$ cat config.mk
export PLATFORM = sky130hd
export DESIGN_NAME = btb_update_ctrl
export DESIGN_NICKNAME = d
export VERILOG_FILES = /design/src/rtl/btb_update_ctrl.sv
export SDC_FILE = /design/constraint.sdc
export NUM_CORES = 1
export LEC_CHECK = 0
export BUFFER_PORTS_ARGS = -buffer_cell sky130_fd_sc_hd__clkbuf_2
export CORE_MARGIN = 1.5
export CORE_UTILIZATION = 40
export DETAILED_ROUTE_END_ITERATION = 10
export PLACE_DENSITY_LB_ADDON = 0.12
export SYNTH_ARGS = -nofsm -noshare
export SYNTH_HDL_FRONTEND = slang
export SYNTH_SLANG_ARGS = --single-unit
export TNS_END_PERCENT = 30
$ cat constraint.sdc
create_clock -name clk -period 3.1 [get_ports clk]
set_input_delay 0.62 -clock clk [delete_from_list [all_inputs] [get_ports clk]]
set_output_delay 0.62 -clock clk [all_outputs]
set_load 0.005 [all_outputs]
$ cat src/rtl/btb_update_ctrl.sv
`default_nettype none
// ============================================================================
// Module   : btb_update_ctrl
// Purpose  : Queues resolved-branch updates into the BTB write port and runs
//            full-table clear walks that stall fetch-side lookups.
// Revision : 1.0 - initial release
// ============================================================================
module btb_update_ctrl #(
  parameter int N     = 11,
  parameter int DEPTH = 4
) (
  input  logic                     clk,
  input  logic                     rst,
  input  logic                     ex_valid_i,
  output logic                     ex_ready_o,
  input  logic [31:0]              ex_pc_i,
  input  logic [31:0]              ex_target_i,
  input  logic                     ex_taken_i,
  input  logic                     ex_mispred_i,
  input  logic                     flush_req_i,
  output logic                     flush_busy_o,
  output logic                     lookup_stall_o,
  output logic                     upd_valid_o,
  input  logic                     upd_ready_i,
  output logic                     upd_clear_o,
  output logic [N-1:0]             upd_index_o,
  output logic [31:0]              upd_pc_o,
  output logic [31:0]              upd_target_o,
  output logic                     upd_taken_o,
  output logic [$clog2(DEPTH):0]   count_o,
  output logic [15:0]              mispred_cnt_o
);

  localparam int          PW       = $clog2(DEPTH);
  localparam int          CW       = PW + 1;
  localparam logic [0:0]  S_IDLE   = 1'b0;
  localparam logic [0:0]  S_FLUSH  = 1'b1;
  localparam logic [N-1:0] IDX_MAX = '1;

  logic [0:0]    state_q, state_d;
  logic [N-1:0]  idx_q, idx_d;
  logic [PW-1:0] wr_ptr_q, wr_ptr_d;
  logic [PW-1:0] rd_ptr_q, rd_ptr_d;
  logic [CW-1:0] count_q, count_d;
  logic [15:0]   mis_q, mis_d;

  logic [31:0]   pc_mem_q  [DEPTH];
  logic [31:0]   tgt_mem_q [DEPTH];
  logic          tk_mem_q  [DEPTH];

  logic w_idle, w_flush, w_drain, w_push, w_pop;

  assign w_idle  = (state_q == S_IDLE);
  assign w_flush = (state_q == S_FLUSH);
  assign w_drain = w_idle & (count_q != '0);

  // No bypass: a full FIFO refuses a beat even while its head is popping.
  assign ex_ready_o = w_idle & ~flush_req_i & (count_q < CW'(DEPTH));
  assign w_push     = ex_ready_o & ex_valid_i & (ex_mispred_i | ex_taken_i);
  assign w_pop      = w_drain & upd_ready_i;

  assign flush_busy_o   = w_flush;
  assign lookup_stall_o = w_flush | flush_req_i;
  assign upd_valid_o    = w_flush | w_drain;
  assign upd_clear_o    = w_flush;
  assign upd_index_o    = w_flush ? idx_q : '0;
  assign upd_pc_o       = w_drain ? pc_mem_q[rd_ptr_q]  : 32'd0;
  assign upd_target_o   = w_drain ? tgt_mem_q[rd_ptr_q] : 32'd0;
  assign upd_taken_o    = w_drain ? tk_mem_q[rd_ptr_q]  : 1'b0;
  assign count_o        = count_q;
  assign mispred_cnt_o  = mis_q;

  always_comb begin
    state_d  = state_q;
    idx_d    = idx_q;
    wr_ptr_d = wr_ptr_q;
    rd_ptr_d = rd_ptr_q;
    count_d  = count_q;
    mis_d    = mis_q;

    if (state_q == S_FLUSH) begin
      if (flush_req_i) begin
        idx_d = '0;
      end else if (upd_ready_i) begin
        if (idx_q == IDX_MAX) begin
          state_d = S_IDLE;
          idx_d   = '0;
        end else begin
          idx_d = idx_q + N'(1);
        end
      end
    end else begin
      if (w_push) wr_ptr_d = wr_ptr_q + PW'(1);
      if (w_pop)  rd_ptr_d = rd_ptr_q + PW'(1);
      case ({w_push, w_pop})
        2'b10:   count_d = count_q + CW'(1);
        2'b01:   count_d = count_q - CW'(1);
        default: count_d = count_q;
      endcase
      // Entering the walk discards the queue; a pop in this cycle still completes.
      if (flush_req_i) begin
        state_d  = S_FLUSH;
        idx_d    = '0;
        wr_ptr_d = '0;
        rd_ptr_d = '0;
        count_d  = '0;
      end
    end

    if (w_push && ex_mispred_i && (mis_q != 16'hFFFF)) begin
      mis_d = mis_q + 16'd1;
    end
  end

  always_ff @(posedge clk or posedge rst) begin
    if (rst) begin
      state_q  <= S_IDLE;
      idx_q    <= '0;
      wr_ptr_q <= '0;
      rd_ptr_q <= '0;
      count_q  <= '0;
      mis_q    <= '0;
    end else begin
      state_q  <= state_d;
      idx_q    <= idx_d;
      wr_ptr_q <= wr_ptr_d;
      rd_ptr_q <= rd_ptr_d;
      count_q  <= count_d;
      mis_q    <= mis_d;
    end
  end

  always_ff @(posedge clk) begin
    if (w_push) begin
      pc_mem_q[wr_ptr_q]  <= ex_pc_i;
      tgt_mem_q[wr_ptr_q] <= ex_target_i;
      tk_mem_q[wr_ptr_q]  <= ex_taken_i;
    end
  end

endmodule
`default_nettype wire

# Word-level counts from Yosys, hierarchy flattened
# Memories as Yosys holds them, arrays and structs flattened.
# Cells that the tools add are included.
[word_totals] register_bits=35 ram_bits=260 in_bits=71 out_inout_bits=100 word_cells=65 mem_count=3
[memory_table] memory="pc_mem_q" words=4 word_bits=32 rd=1 rd_clocked_by_memory_dff=0 wr=1 line="47" source="logic [31:0] pc_mem_q [DEPTH];"
[memory_table] memory="tgt_mem_q" words=4 word_bits=32 rd=1 rd_clocked_by_memory_dff=0 wr=1 line="48" source="logic [31:0] tgt_mem_q [DEPTH];"
[memory_table] memory="tk_mem_q" words=4 word_bits=1 rd=1 rd_clocked_by_memory_dff=0 wr=1 line="49" source="logic tk_mem_q [DEPTH];"
[classes] addsub=6 magnitude_cmp=1 n_eq_ne=4 n_mux=22 bitwise_logic=11 n_reduce_logical=12
[ops] operator="$mux W11" n=6
[ops] operator="$mux W32" n=2
[ops] operator="$add A16 B1 Y16 const B" n=1
[ops] operator="$ne A16 B16 Y1 const B" n=1
[ops] operator="$add A11 B1 Y11 const B" n=1
[ops] operator="$eq A11 B11 Y1 const B" n=1
[ops] operator="$mux W1" n=8
[ops] operator="$mux W2" n=4
[ops] operator="$reduce_and A2 Y1" n=4
[ops] operator="$reduce_bool A2 Y1" n=4
[ops] operator="$and A1 B1 Y1" n=6
[ops] operator="$pmux W3 S2" n=1
[ops] operator="$reduce_bool A3 Y1" n=2
[ops] operator="$add A2 B1 Y2 const B" n=2
[ops] operator="$add A3 B1 Y3 const B" n=1
[ops] operator="$lt A3 B3 Y1 const B" n=1
[ops] operator="$mux W3" n=1
[ops] operator="$or A1 B1 Y1" n=3
[ops] operator="$sub A3 B1 Y3 const B" n=1
[ops] operator="$eq A2 B1 Y1 const B" n=1
[ops] operator="$eq A2 B2 Y1 const B" n=1
[ops] operator="$logic_and A1 B1 Y1" n=2
[ops] operator="$not A1 Y1" n=2

# Depth between registers and ports, before layout
[depth] depth_word=8 depth_mapped=10 ltp_nobuf=9

# Worst setup path after synthesis
# OpenSTA, ideal clock, no wires.
[synth_timing] path_type="input to register" startpoint="input port flush_req_i" endpoint="memory pc_mem_q[0][0], enable pin" setup_time_ns=0.430 t_arrival_ns=2.672 required_ns=2.670 slack_ns=-0.002 stages=2 path_buffers=0 cell_sequence="nor4b_4 and3_1"
[synth_between] elab_chain_cells=7
[synth_lines] item="start, declared" line="20" source="input logic flush_req_i,"
[synth_lines] item="$not A1 Y1" line="58" source="assign ex_ready_o = w_idle & ~flush_req_i & (count_q < CW'(DEPTH));"
[synth_lines] item="$and A1 B1 Y1 (2 in a row)" line="58"
[synth_lines] item="$and A1 B1 Y1 (2 in a row)" line="59" source="assign w_push = ex_ready_o & ex_valid_i & (ex_mispred_i | ex_taken_i);"
[synth_lines] item="$mux W1" line="134" source="if (w_push) begin"
[synth_lines] item="$mux W1 (not written as such)" line="135" source="pc_mem_q[wr_ptr_q] <= ex_pc_i;"
[synth_lines] item="end, declared" line="47"
# No other way between the ends.

# Final worst setup path
[layout_timing] startpoint="register rd_ptr_q[0]" endpoint="output port upd_pc_o[1]"
[layout_between] elab_chain_cells=2
[layout_lines] item="start, declared" line="43" source="logic [PW-1:0] rd_ptr_q, rd_ptr_d;"
[layout_lines] item="start signal, assigned" line="127" source="rd_ptr_q <= rd_ptr_d;"
[layout_lines] item="$mem_v2 Z4 W32"
[layout_lines] item="$mux W32" line="67" source="assign upd_pc_o = w_drain ? pc_mem_q[rd_ptr_q] : 32'd0;"
[layout_lines] item="end, declared" line="27" source="output logic [31:0] upd_pc_o,"
# No other way between the ends.

==> run_results.csv <==
group,metric,value,unit
timing,fin_crit_sh,0.9026,
global_route,grt_max_degree,66,
pwr,powerDensity,569.5,mW/mm^2
logic_synthesis,synth_most_common_cell,"edfxtp_1",
worst_setup_path,crit_arrival,2.18,ns
die,die_h,175.2,um
drt,ant_nets,0,
run,cap_violations,0,
timing,drv_slew,0,
placed_design,dpl_cell_area,0.01333,mm^2
worst_setup_path,criticalPathCategory,"reg2out",
die,num_rows,62,
finish,fill_cells,2443,
finish,drive_gt1_frac,0.3700,
die,die_x,175.2,um
logic_synthesis,synth_ff_type,"edfxtp_1",
placed_design,numPortBuffers,170,
drt,vias,6367,
cts,cts.path.max_buffers,3,
placed_design,gp_congestion,0.8306,
timing,clock_skew,0.01242,ns
worst_setup_path,cp-start-kind,"flop",
timing,fmax,357.4,MHz
placed_design,dp_hpwl,14100,um
cts,clk_latency,0.50,ns
logic_synthesis,yosysTopAreaCell,"edfxtp_1",
finish,postLayoutCellArea,0.01437,mm^2
finish,multi_input_area,0.003042,mm^2
logic_synthesis,avgSynthCellArea,18.81,um^2
worst_hold_path,hp-class,"in2async",
die,core-area,0.02894,mm^2
finish,final_util,0.4965,
logic_synthesis,synth-seq-cells,295,
logic_synthesis,syn_nets,709,
cts,cts_sinks,295,
logic_synthesis,yosysWarnings,0,
pwr,p_leak,5.131,nW
cts,cts_resized,0,
finish,nets,900,
logic_synthesis,synthCells,631,
die,die-area,0.03071,mm^2
timing,slew_headroom,0.4853,
logic_synthesis,synth_common_cells,"260 x edfxtp_1, 67 x nor2b_1, 65 x mux4_2",
drt,wl_per_cell,19.53,um
logic_synthesis,synth_edf_count,260,
cts,numCtsBuffers,34,
timing,finalCriticalPeriod,2.798,ns
timing,rsz0062_at_grt,"no",
logic_synthesis,netlist_area,0.01187,mm^2
global_route,grt-ovfl-total,0,
global_route,grt_pass1_wl,38200,um
cts,cts_tree,"yes",
timing,hold_viol_final,0,
finish,syn_to_final_growth,21.04,%
global_route,grt_antenna_before_repair,0,
timing,finalSetupViolations,0,
drt,first_pass_iters,4,
worst_setup_path,required,2.48,ns
timing,worst_pin_slew,0.7713,ns
logic_synthesis,ys_seq_area_frac,0.7317,
pwr,irDropWorstVdd,0.0002990,V
finish,diodes,0,
logic_synthesis,yosys-top-cells-area,"edfxtp_1 66%, mux4_2 12%, dfrtp_1 7.4%",
die,num_io_pins,171,
global_route,track_usage,0.1617,
global_route,grt_pass1_vias,6915,
cts,root_buffer,"clkbuf_16",
drt,drc_errors,0,
logic_synthesis,ys_types,48,
cts,cts.hold.buffers_added,0,
drt,via_per_inst,5.176,
cts,post_cts_buffers,0,
logic_synthesis,async_reset_ff_frac,0.1186,
worst_setup_path,end_kind,"output pin",
cts,clk_pin_slew,0.06,ns
outcome,status,"completed",
finish,final-seq-area,0.008692,mm^2
worst_setup_path,cp_max_fo,40,
drt,drt_first_iter_violations,390,
drt,wirelength,24020,um
cts,htreeDepth,2,
die,initial_core_util,0.4101,
logic_synthesis,synth_top_area_frac,0.6579,
==> state kept, by name, indices dropped and copies added, names as in the netlist <==
signal and flops:
idx_q 11, tk_mem_q 4, flush_busy_o 1, pc_mem_q 128
mispred_cnt_o 16, rd_ptr_q 2, count_o 3, wr_ptr_q 2
tgt_mem_q 128
==> layout by cell type (no fill, tap or decap), types with 9 or more instances in the layout <==
cell type and instances:
mux4_2 65, clkbuf_1 12, nor2_1 12, xor2_1 16, edfxtp_1 260, nand3_1 13, nand2_1 20, dfrtp_1 32
clkbuf_16 36, clkbuf_2 170, and2_1 14, nor2b_1 67, o21ai_0 9, buf_12 10, nand4_1 10
==> routing by layer <==
layer,share of wire,global-route usage,vias up
li1,-,-,2877
met1,0.40,0.1980,3279
met2,0.52,0.2884,181
met3,0.057,0.03547,30
met4,0.017,0.04416,0
met5,0,0,-
==> area by class of cell <==
type	instances	share of cell area
Tap cell	384	0.03345
Timing Repair Buffer	186	0.07630
Inverter	6	0.001568
Multi-Input combinational cell	299	0.2117
Clock buffer	48	0.06585
Clock inverter	12	0.006010
Sequential cell	295	0.6051
==> kinds of logic after synthesis <==
family,after synthesis,synth area share
AOI/OAI and AO/OA,27,0.01550
xor gates and xnor gates,21,0.01550
adders and majority gates,7,0.007380
buffers and inverters,37,0.01392
DFF,295,0.7317
muxes,67,0.1251
and+or+nand+nor,177,0.09088
==> report_power, final <==
group          internal (W)  switching, W  leakage (nW)  total (W)
combinational     0.0000767     0.0000920          1.84   0.000169
clock               0.00221       0.00146         0.504    0.00367
sequential          0.00433     0.0000144          2.79    0.00435
==> path summary, 6_finish.rpt <==
path,cells after the start,to,startpoint,slack [ns]
max reg2reg,9,count_o[2]$_DFFE_PP0P_,count_o[2]$_DFFE_PP0P_,0.30
min,2,idx_q[5]$_DFFE_PP0P_,rst,0.25
max in group asynchronous,3,mispred_cnt_o[2]$_DFFE_PP0P_,rst,2.14
max,4,upd_pc_o[1],rd_ptr_q[0]$_DFFE_PP0P_,0.30
min in group clk,1,pc_mem_q[2][17]$_DFFE_PP_,ex_pc_i[17],0.34
min reg2reg,1,mispred_cnt_o[14]$_DFFE_PP0P_,mispred_cnt_o[14]$_DFFE_PP0P_,0.51
==> worst max-delay path: stages (launching register included) <==
cell and delay [ns]:
dfrtp_4 0.47, buf_12 0.32, mux4_2 0.58, nor2b_1 0.15, clkbuf_2 0.13
==> per-stage QoR <==
stage | total power, W | TNS (ns) | hold WS (ns) | instances | setup WS [ns]
2_1_floorplan | 0.004494 | -0.1039 | 0.4878 | 631 | -0.001598
3_3_place_gp | 0.004587 | 0 | 0.4942 | 1170 | 0.1196
3_5_place_dp | 0.004599 | 0 | 0.4945 | 1170 | 0.04494
4_1_cts | 0.008299 | 0 | 0.2705 | 1230 | 0.2466
5_1_grt | 0.008489 | 0 | 0.2909 | 1230 | 0.03202
6_report | 0.008181 | 0 | 0.2465 | 1230 | 0.3020
Note: power is estimated with default switching activity, not from simulation.
